==> src/rtl/pipelined_ripple_adder_if.sv <==
// Operand/result bus for pipelined_ripple_adder.
// The ovf signal exists only when ADDER_OVF_FLAG_EN is defined.
interface pipelined_ripple_adder_if #(
  parameter int WIDTH = 12
);
  logic             in_valid;
  logic             in_ready;
  logic [WIDTH-1:0] A;
  logic [WIDTH-1:0] B;
  logic             ci;
  logic             sub;
  logic             out_valid;
  logic             out_ready;
  logic [WIDTH-1:0] SUM;
  logic             co;
`ifdef ADDER_OVF_FLAG_EN
  logic             ovf;

  modport master (
    output in_valid, A, B, ci, sub, out_ready,
    input  in_ready, out_valid, SUM, co, ovf
  );

  modport slave (
    input  in_valid, A, B, ci, sub, out_ready,
    output in_ready, out_valid, SUM, co, ovf
  );
`else
  modport master (
    output in_valid, A, B, ci, sub, out_ready,
    input  in_ready, out_valid, SUM, co
  );

  modport slave (
    input  in_valid, A, B, ci, sub, out_ready,
    output in_ready, out_valid, SUM, co
  );
`endif
endinterface

==> src/rtl/pipelined_ripple_adder.sv <==
// Pipelined ripple add/subtract: WIDTH bits split into CHUNK-bit ripple
// slices, one slice per stage, carry registered between stages.
// Global stall: every stage holds while a result waits on the consumer.
// Optional signed-overflow output enabled by defining ADDER_OVF_FLAG_EN.
module pipelined_ripple_adder #(
  parameter int WIDTH = 12,
  parameter int CHUNK = 4
) (
  input logic                    CK,
  input logic                    rst,
  pipelined_ripple_adder_if.slave bus
);
  localparam int NSTAGES = WIDTH / CHUNK;
  localparam int LAST    = NSTAGES - 1;

  if ((WIDTH % CHUNK) != 0) begin : g_bad_width
    $error("pipelined_ripple_adder: WIDTH must be a multiple of CHUNK");
  end

  // Plain bit-serial ripple over one slice; returns {carry_out, sum}.
  function automatic logic [CHUNK:0] slice_add(input logic [CHUNK-1:0] a,
                                               input logic [CHUNK-1:0] b,
                                               input logic             c0);
    logic             c;
    logic [CHUNK-1:0] s;
    c = c0;
    s = '0;
    for (int i = 0; i < CHUNK; i++) begin
      s[i] = a[i] ^ b[i] ^ c;
      c    = (a[i] & b[i]) | (c & (a[i] ^ b[i]));
    end
    return {c, s};
  endfunction

  logic             advance;

  // Stage registers. sum_q[k] holds slices 0..k; a_q/b_q carry operands forward.
  logic [WIDTH-1:0] a_q     [NSTAGES];
  logic [WIDTH-1:0] b_q     [NSTAGES];
  logic [WIDTH-1:0] sum_q   [NSTAGES];
  logic             c_q     [NSTAGES];
  logic             v_q     [NSTAGES];

  logic [WIDTH-1:0] a_in    [NSTAGES];
  logic [WIDTH-1:0] b_in    [NSTAGES];
  logic [WIDTH-1:0] part_in [NSTAGES];
  logic             c_in    [NSTAGES];
  logic             v_in    [NSTAGES];

  logic [CHUNK:0]   slice_res [NSTAGES];
  logic [WIDTH-1:0] sum_d     [NSTAGES];

  assign advance      = !v_q[LAST] || bus.out_ready;
  assign bus.in_ready = advance;

  // Route stage inputs: stage 0 from the bus (subtract folded in), others from the stage behind.
  always_comb begin
    a_in[0]    = bus.A;
    b_in[0]    = bus.sub ? ~bus.B : bus.B;
    c_in[0]    = bus.ci ^ bus.sub;
    part_in[0] = '0;
    v_in[0]    = bus.in_valid;
    for (int k = 1; k < NSTAGES; k++) begin
      a_in[k]    = a_q[k-1];
      b_in[k]    = b_q[k-1];
      c_in[k]    = c_q[k-1];
      part_in[k] = sum_q[k-1];
      v_in[k]    = v_q[k-1];
    end
  end

  // Each stage ripples its own slice and splices it into the running sum.
  always_comb begin
    for (int k = 0; k < NSTAGES; k++) begin
      slice_res[k] = slice_add(a_in[k][k*CHUNK +: CHUNK], b_in[k][k*CHUNK +: CHUNK], c_in[k]);
      sum_d[k]     = part_in[k];
      sum_d[k][k*CHUNK +: CHUNK] = slice_res[k][CHUNK-1:0];
    end
  end

  // Advance all stages together; reset clears valids and zeroes the data path.
  always_ff @(posedge CK) begin
    if (rst) begin
      for (int k = 0; k < NSTAGES; k++) begin
        a_q[k]   <= '0;
        b_q[k]   <= '0;
        sum_q[k] <= '0;
        c_q[k]   <= 1'b0;
        v_q[k]   <= 1'b0;
      end
    end else if (advance) begin
      for (int k = 0; k < NSTAGES; k++) begin
        a_q[k]   <= a_in[k];
        b_q[k]   <= b_in[k];
        sum_q[k] <= sum_d[k];
        c_q[k]   <= slice_res[k][CHUNK];
        v_q[k]   <= v_in[k];
      end
    end
  end

  assign bus.out_valid = v_q[LAST];
  assign bus.SUM       = sum_q[LAST];
  assign bus.co        = c_q[LAST];

`ifdef ADDER_OVF_FLAG_EN
  logic ovf_q;

  // Carry into the MSB is recovered as a^b^sum at that bit; XOR with carry out gives signed overflow.
  always_ff @(posedge CK) begin
    if (rst) begin
      ovf_q <= 1'b0;
    end else if (advance) begin
      ovf_q <= a_in[LAST][WIDTH-1] ^ b_in[LAST][WIDTH-1] ^ sum_d[LAST][WIDTH-1]
               ^ slice_res[LAST][CHUNK];
    end
  end

  assign bus.ovf = ovf_q;
`endif
endmodule

==> src/flat_wrapper.sv <==
// flat-port wrapper written by rule: the top's interface ports become plain ports
module pipelined_ripple_adder_flat 
#(
  parameter int WIDTH = 12,
  parameter int CHUNK = 4
)
  (CK, rst, bus_in_valid, bus_A, bus_B, bus_ci, bus_sub, bus_out_ready, bus_in_ready, bus_out_valid, bus_SUM, bus_co);
  pipelined_ripple_adder_if #(.WIDTH(WIDTH)) bus_i ();
  input logic CK;
  input logic rst;
  input wire logic [$bits(bus_i.in_valid)-1:0] bus_in_valid;
  input wire logic [$bits(bus_i.A)-1:0] bus_A;
  input wire logic [$bits(bus_i.B)-1:0] bus_B;
  input wire logic [$bits(bus_i.ci)-1:0] bus_ci;
  input wire logic [$bits(bus_i.sub)-1:0] bus_sub;
  input wire logic [$bits(bus_i.out_ready)-1:0] bus_out_ready;
  output wire logic [$bits(bus_i.in_ready)-1:0] bus_in_ready;
  output wire logic [$bits(bus_i.out_valid)-1:0] bus_out_valid;
  output wire logic [$bits(bus_i.SUM)-1:0] bus_SUM;
  output wire logic [$bits(bus_i.co)-1:0] bus_co;
  assign bus_i.in_valid = bus_in_valid;
  assign bus_i.A = bus_A;
  assign bus_i.B = bus_B;
  assign bus_i.ci = bus_ci;
  assign bus_i.sub = bus_sub;
  assign bus_i.out_ready = bus_out_ready;
  assign bus_in_ready = bus_i.in_ready;
  assign bus_out_valid = bus_i.out_valid;
  assign bus_SUM = bus_i.SUM;
  assign bus_co = bus_i.co;
  pipelined_ripple_adder #(.WIDTH(WIDTH), .CHUNK(CHUNK)) u_core (.CK(CK), .rst(rst), .bus(bus_i));
endmodule
==> config.mk <==
export PLATFORM = sky130hd
export DESIGN_NAME = pipelined_ripple_adder_flat
export DESIGN_NICKNAME = d
export VERILOG_FILES = /design/src/rtl/pipelined_ripple_adder_if.sv /design/src/rtl/pipelined_ripple_adder.sv /design/src/flat_wrapper.sv
export SDC_FILE = /design/constraint.sdc
export NUM_CORES = 1
export LEC_CHECK = 0
export ABC_AREA = 1
export CORE_MARGIN = 3
export CORE_UTILIZATION = 52
export DETAILED_ROUTE_END_ITERATION = 8
export HOLD_SLACK_MARGIN = 0.08
export MAX_ROUTING_LAYER = met4
export PLACE_DENSITY_LB_ADDON = 0.05
export SETUP_SLACK_MARGIN = 0.4
export SLEW_MARGIN = 0
export SYNTH_ARGS = -nofsm -noshare
export SYNTH_HDL_FRONTEND = slang
export SYNTH_SLANG_ARGS = --single-unit
==> constraint.sdc <==
create_clock -name CK -period 3.6 [get_ports CK]
set_clock_uncertainty 0.1 [all_clocks]
set_input_delay 0.72 -clock CK [delete_from_list [all_inputs] [get_ports CK]]
set_output_delay 0.72 -clock CK [all_outputs]
set_load 0.05 [all_outputs]
**Yosys cells after proc, flatten, opt, wreduce, memory -nomap -nowiden**

Memories as Yosys holds them, arrays and structs flattened.
Index checks and enable logic that the tools add are counted.

- Register bits after elaboration: 0
- Bits in latches: 0
- Bits in writable memories: 114
- Bits in read-only memories: 0
- Output and inout port bits: 15
- Logic and storage cells: 105
- Memories kept: 5

Memory list:

| name | depth | bits a word | rd ports | clocked after memory_dff | wr ports | RTL line | text |
|---|---|---|---|---|---|---|---|
| u_core.a_q | 3 | 12 | 2 | 0 | 3 | pipelined_ripple_adder.sv:38 | `logic [WIDTH-1:0] a_q [NSTAGES];` |
| u_core.b_q | 3 | 12 | 2 | 0 | 3 | pipelined_ripple_adder.sv:39 | `logic [WIDTH-1:0] b_q [NSTAGES];` |
| u_core.sum_q | 3 | 12 | 3 | 0 | 3 | pipelined_ripple_adder.sv:40 | `logic [WIDTH-1:0] sum_q [NSTAGES];` |
| u_core.c_q | 3 | 1 | 3 | 0 | 3 | pipelined_ripple_adder.sv:41 | `logic c_q [NSTAGES];` |
| u_core.v_q | 3 | 1 | 3 | 0 | 3 | pipelined_ripple_adder.sv:42 | `logic v_q [NSTAGES];` |

- $add $sub $neg: 0
- Multipliers: 0
- Div/mod/pow operators: 0
- Magnitude comparators: 0
- Equal/unequal tests: 0
- Shifts and indexed selects: 0
- Mux-type cells: 21
- Bitwise gates (word level): 77
- Reduce and logical (&&, ||, !) cells: 2

Operators with widths:

| kind | number |
|---|---|
| $mux 12 | 10 |
| $or 1x1->1 | 27 |
| $xor 1x1->1 | 25 |
| $and 1x1->1 | 24 |
| $not 12->12 | 1 |
| $mux 1 | 11 |
| $logic_not 1->1 | 1 |
| $logic_or 1x1->1 | 1 |

**Depth between registers and ports, before layout**

- Word-level depth: 12
- Gate-level depth with buffers: 9
- Gate-level depth less buffers: 8

**Worst setup path before layout**

Ideal clock, no wire load.

- Kind: input to register
- Start point: input bus_sub
- End point: memory u_core.sum_q[0][3], data pin
- Data arrival time: 2.664 ns
- Data required time: 3.249 ns
- Setup slack: 0.586 ns
- Stages on the path: 9
- Buffers on the path: 1
- Cells stage by stage: buf_6 xnor2_1 fa_1 fa_1 fa_1 inv_1 fa_1 inv_1 nor2_1

RTL lines:

| element | RTL line | text |
|---|---|---|
| start, declared | flat_wrapper.sv:15 | `input wire logic [$bits(bus_i.sub)-1:0] bus_sub;` |
| end, declared | pipelined_ripple_adder.sv:40 |  |

==> metrics.txt <==
GRT Residual Overflow 0; CTS Root Cell clkbuf_8; final hold slack 0.444 ns; CP required 3.55 ns; Clk pwr share 27.8%; Most common cell on crit path fa_1; DIE AREA 5880 um^2; Yosys top cell area share 62.4%; Initial Util 54.3%; Sw Share 24.4%; die width 76.7 um; Placed Area 3080 um^2; Nets 314; sequential power share 54.9%; hpwl dp 2140 um; Hold Startpoint u_core.b_q[0][10]; RSZ-0062 raised after global routing no; Lkg Pwr 1.40 nW; boundary pin count 45; CTS Buf Count 5; max-cap viol count 0; Pre-antenna DRT Iters 4; total negative slack 0 ns; Synth Instances 224; CTS Sinks 54; layout cells sized above 1 9.52%; period utilization 85.7%; internal power 1.07 mW; vias in the first global route 1330; Hold Vio Cnt, Final 0; Slowest cell on crit path fa_1; first-pass GRT wire length 5530 um; hold buffers post-CTS 0; Crit Path Class input pin to flip-flop; Cell variety after synth 15; final instance area 3190 um^2; DR vias 1417; post-synth top area cell edfxtp_1; top-count cell post-synth inv_1; initial antenna violation count 0; Critical Path Source Type input pin; P per Cell Area 443 nW/um^2; initial DRC count 67; post-synthesis cell area 2600 um^2; Worst IR Drop VDD 0.000195 V; # DRC 0; Max Freq 324 MHz; Net Switching 0.345 mW; Core Footprint 4790 um^2; ys flop type edfxtp_1; port bufs 44; yosys warns 0; Rel. slew slack 56.5%; vias per cell 4.17; CP Capture Type flip-flop; Combinational Power Share 17.3%; worst-path cell chain clkdlybuf4s50_1, xnor2_1, fa_1, fa_2, fa_1, inv_1, fa_1, inv_1, nor2_1; P&R area growth vs syn 22.8%; Routed Antenna Nets 0; Clock transition at path regs 0.09 ns; GRT Total Usage 12.2%; Seq/Total Area, Yosys 62.4%; Crit Reg-Reg Startpoint u_core.c_q[0][1]; Slew Limit Fails 0; crit-path max FO 1; # setup viols final 0; ant diodes 0; maximum clock insertion buffer count 2; Slew @ Worst Pin 0.652 ns; outcome complete, no violations; syn_area_per_cell 11.6 um^2; Period minus WS final 3.09 ns; Slowest Stage Delay on Critical Path 0.42 ns; CTS tree done; Crit. Startpoint bus_B[0]; Post-synth EDFFs 54; ranking of synthesized cells by area edfxtp_1, fa_1, inv_1, nor2_1, nand2_1; H-Tree Depth 2; WP data arrival 3.03 ns; post-synth net total 266; postcts setup bufs 0; clock latency on the worst-skew pair 0.30 ns; HP Class flip-flop to flip-flop; row count 25; largest net degree at the start of global routing 55; # resized after CTS 1; die span in y 76.7 um; GP Congestion 0.738; Synth async-reset ratio 0%; drt wl/cell 9.36 um; total wire length 3180 um; top cells by count, synth inv_1, edfxtp_1, nor2_1, nand2_1, fa_1; #FFs+latches synth 54
metal layers:
metal | track usage, % | part of all wire (%) | vias up
li1 | - | - | 750
met1 | 14.8 | 46 | 614
met2 | 19.3 | 45 | 47
met3 | 3.64 | 6.6 | 6
met4 | 4.89 | 1.9 | 0
met5 | - | 0 | -
cells by family after synthesis:
family | count (synthesis) | share of synthesized area [%]
buf+inv | 72 | 12.3
fa+ha+maj | 12 | 9.24
simple gates | 81 | 14.4
xor+xnor | 5 | 1.69
flops | 54 | 62.4
power groups by stage:
stage | Combinational (mW) | Sequential (mW) | Clock (mW)
floorplan | 0.115 | 0.844 | 0
global placement | 0.240 | 0.790 | 0
detailed placement | 0.247 | 0.792 | 0
CTS | 0.247 | 0.778 | 0.403
global route | 0.273 | 0.783 | 0.427
finish | 0.244 | 0.777 | 0.393
final cells by class:
type                            instances  area [um^2]
Sequential cell                        54         1620
Fill cell                             400         1600
Multi-Input combinational cell         98          666
Timing Repair Buffer                   47          462
Inverter                               66          248
Tap cell                               67         83.8
Clock buffer                            6         72.6
Clock inverter                          2         37.5
layout by cell type, fill, tap and decap left out, drive strengths merged:
cell | Yosys | layout
xor2 | 1 | 1
nand2 | 26 | 26
buf | 6 | 3
clkbuf | 0 | 6
fa | 12 | 12
clkinvlp | 0 | 1
edfxtp | 54 | 54
clkdlybuf4s50 | 0 | 43
bufinv | 0 | 1
dlygate4sd2 | 0 | 1
inv | 66 | 66
xnor2 | 4 | 4
nor2 | 54 | 54
nand3 | 1 | 1
final timing paths:
path | slack, ns | cells after the start | end
hold / removal | 0.44 | 2 | u_core.b_q[0][22]
setup reg to reg | 1.29 | 8 | u_core.sum_q[0][35]
hold reg to reg | 0.44 | 2 | u_core.b_q[0][22]
setup / recovery | 0.51 | 9 | u_core.sum_q[0][3]
critical path, delay by kind of cell:
kind                     cells  cell delay [ns]
AND/OR/NAND/NOR              1             0.04
buffers and inverters        3             0.56
XOR/XNOR                     1             0.14
adder cells (fa/ha/maj)      4             1.56
registers in the layout, indices dropped and copies added (netlist names):
signal and count:
u_core.sum_q 24, u_core.b_q 12, u_core.v_q 3, u_core.c_q 3
u_core.a_q 12
per-stage QoR:
stage               util (%)  total power, mW  cells  setup slack [ns]
finish                  66.7             1.41    340             0.513
global route            66.7             1.48    340             0.421
CTS                     66.6             1.43    340             0.466
detailed placement      64.3             1.04    332            0.0339
floorplan                  -            0.959    224             0.586
global placement        64.3             1.03    332             0.104
Power figures use the tool's default switching activity.
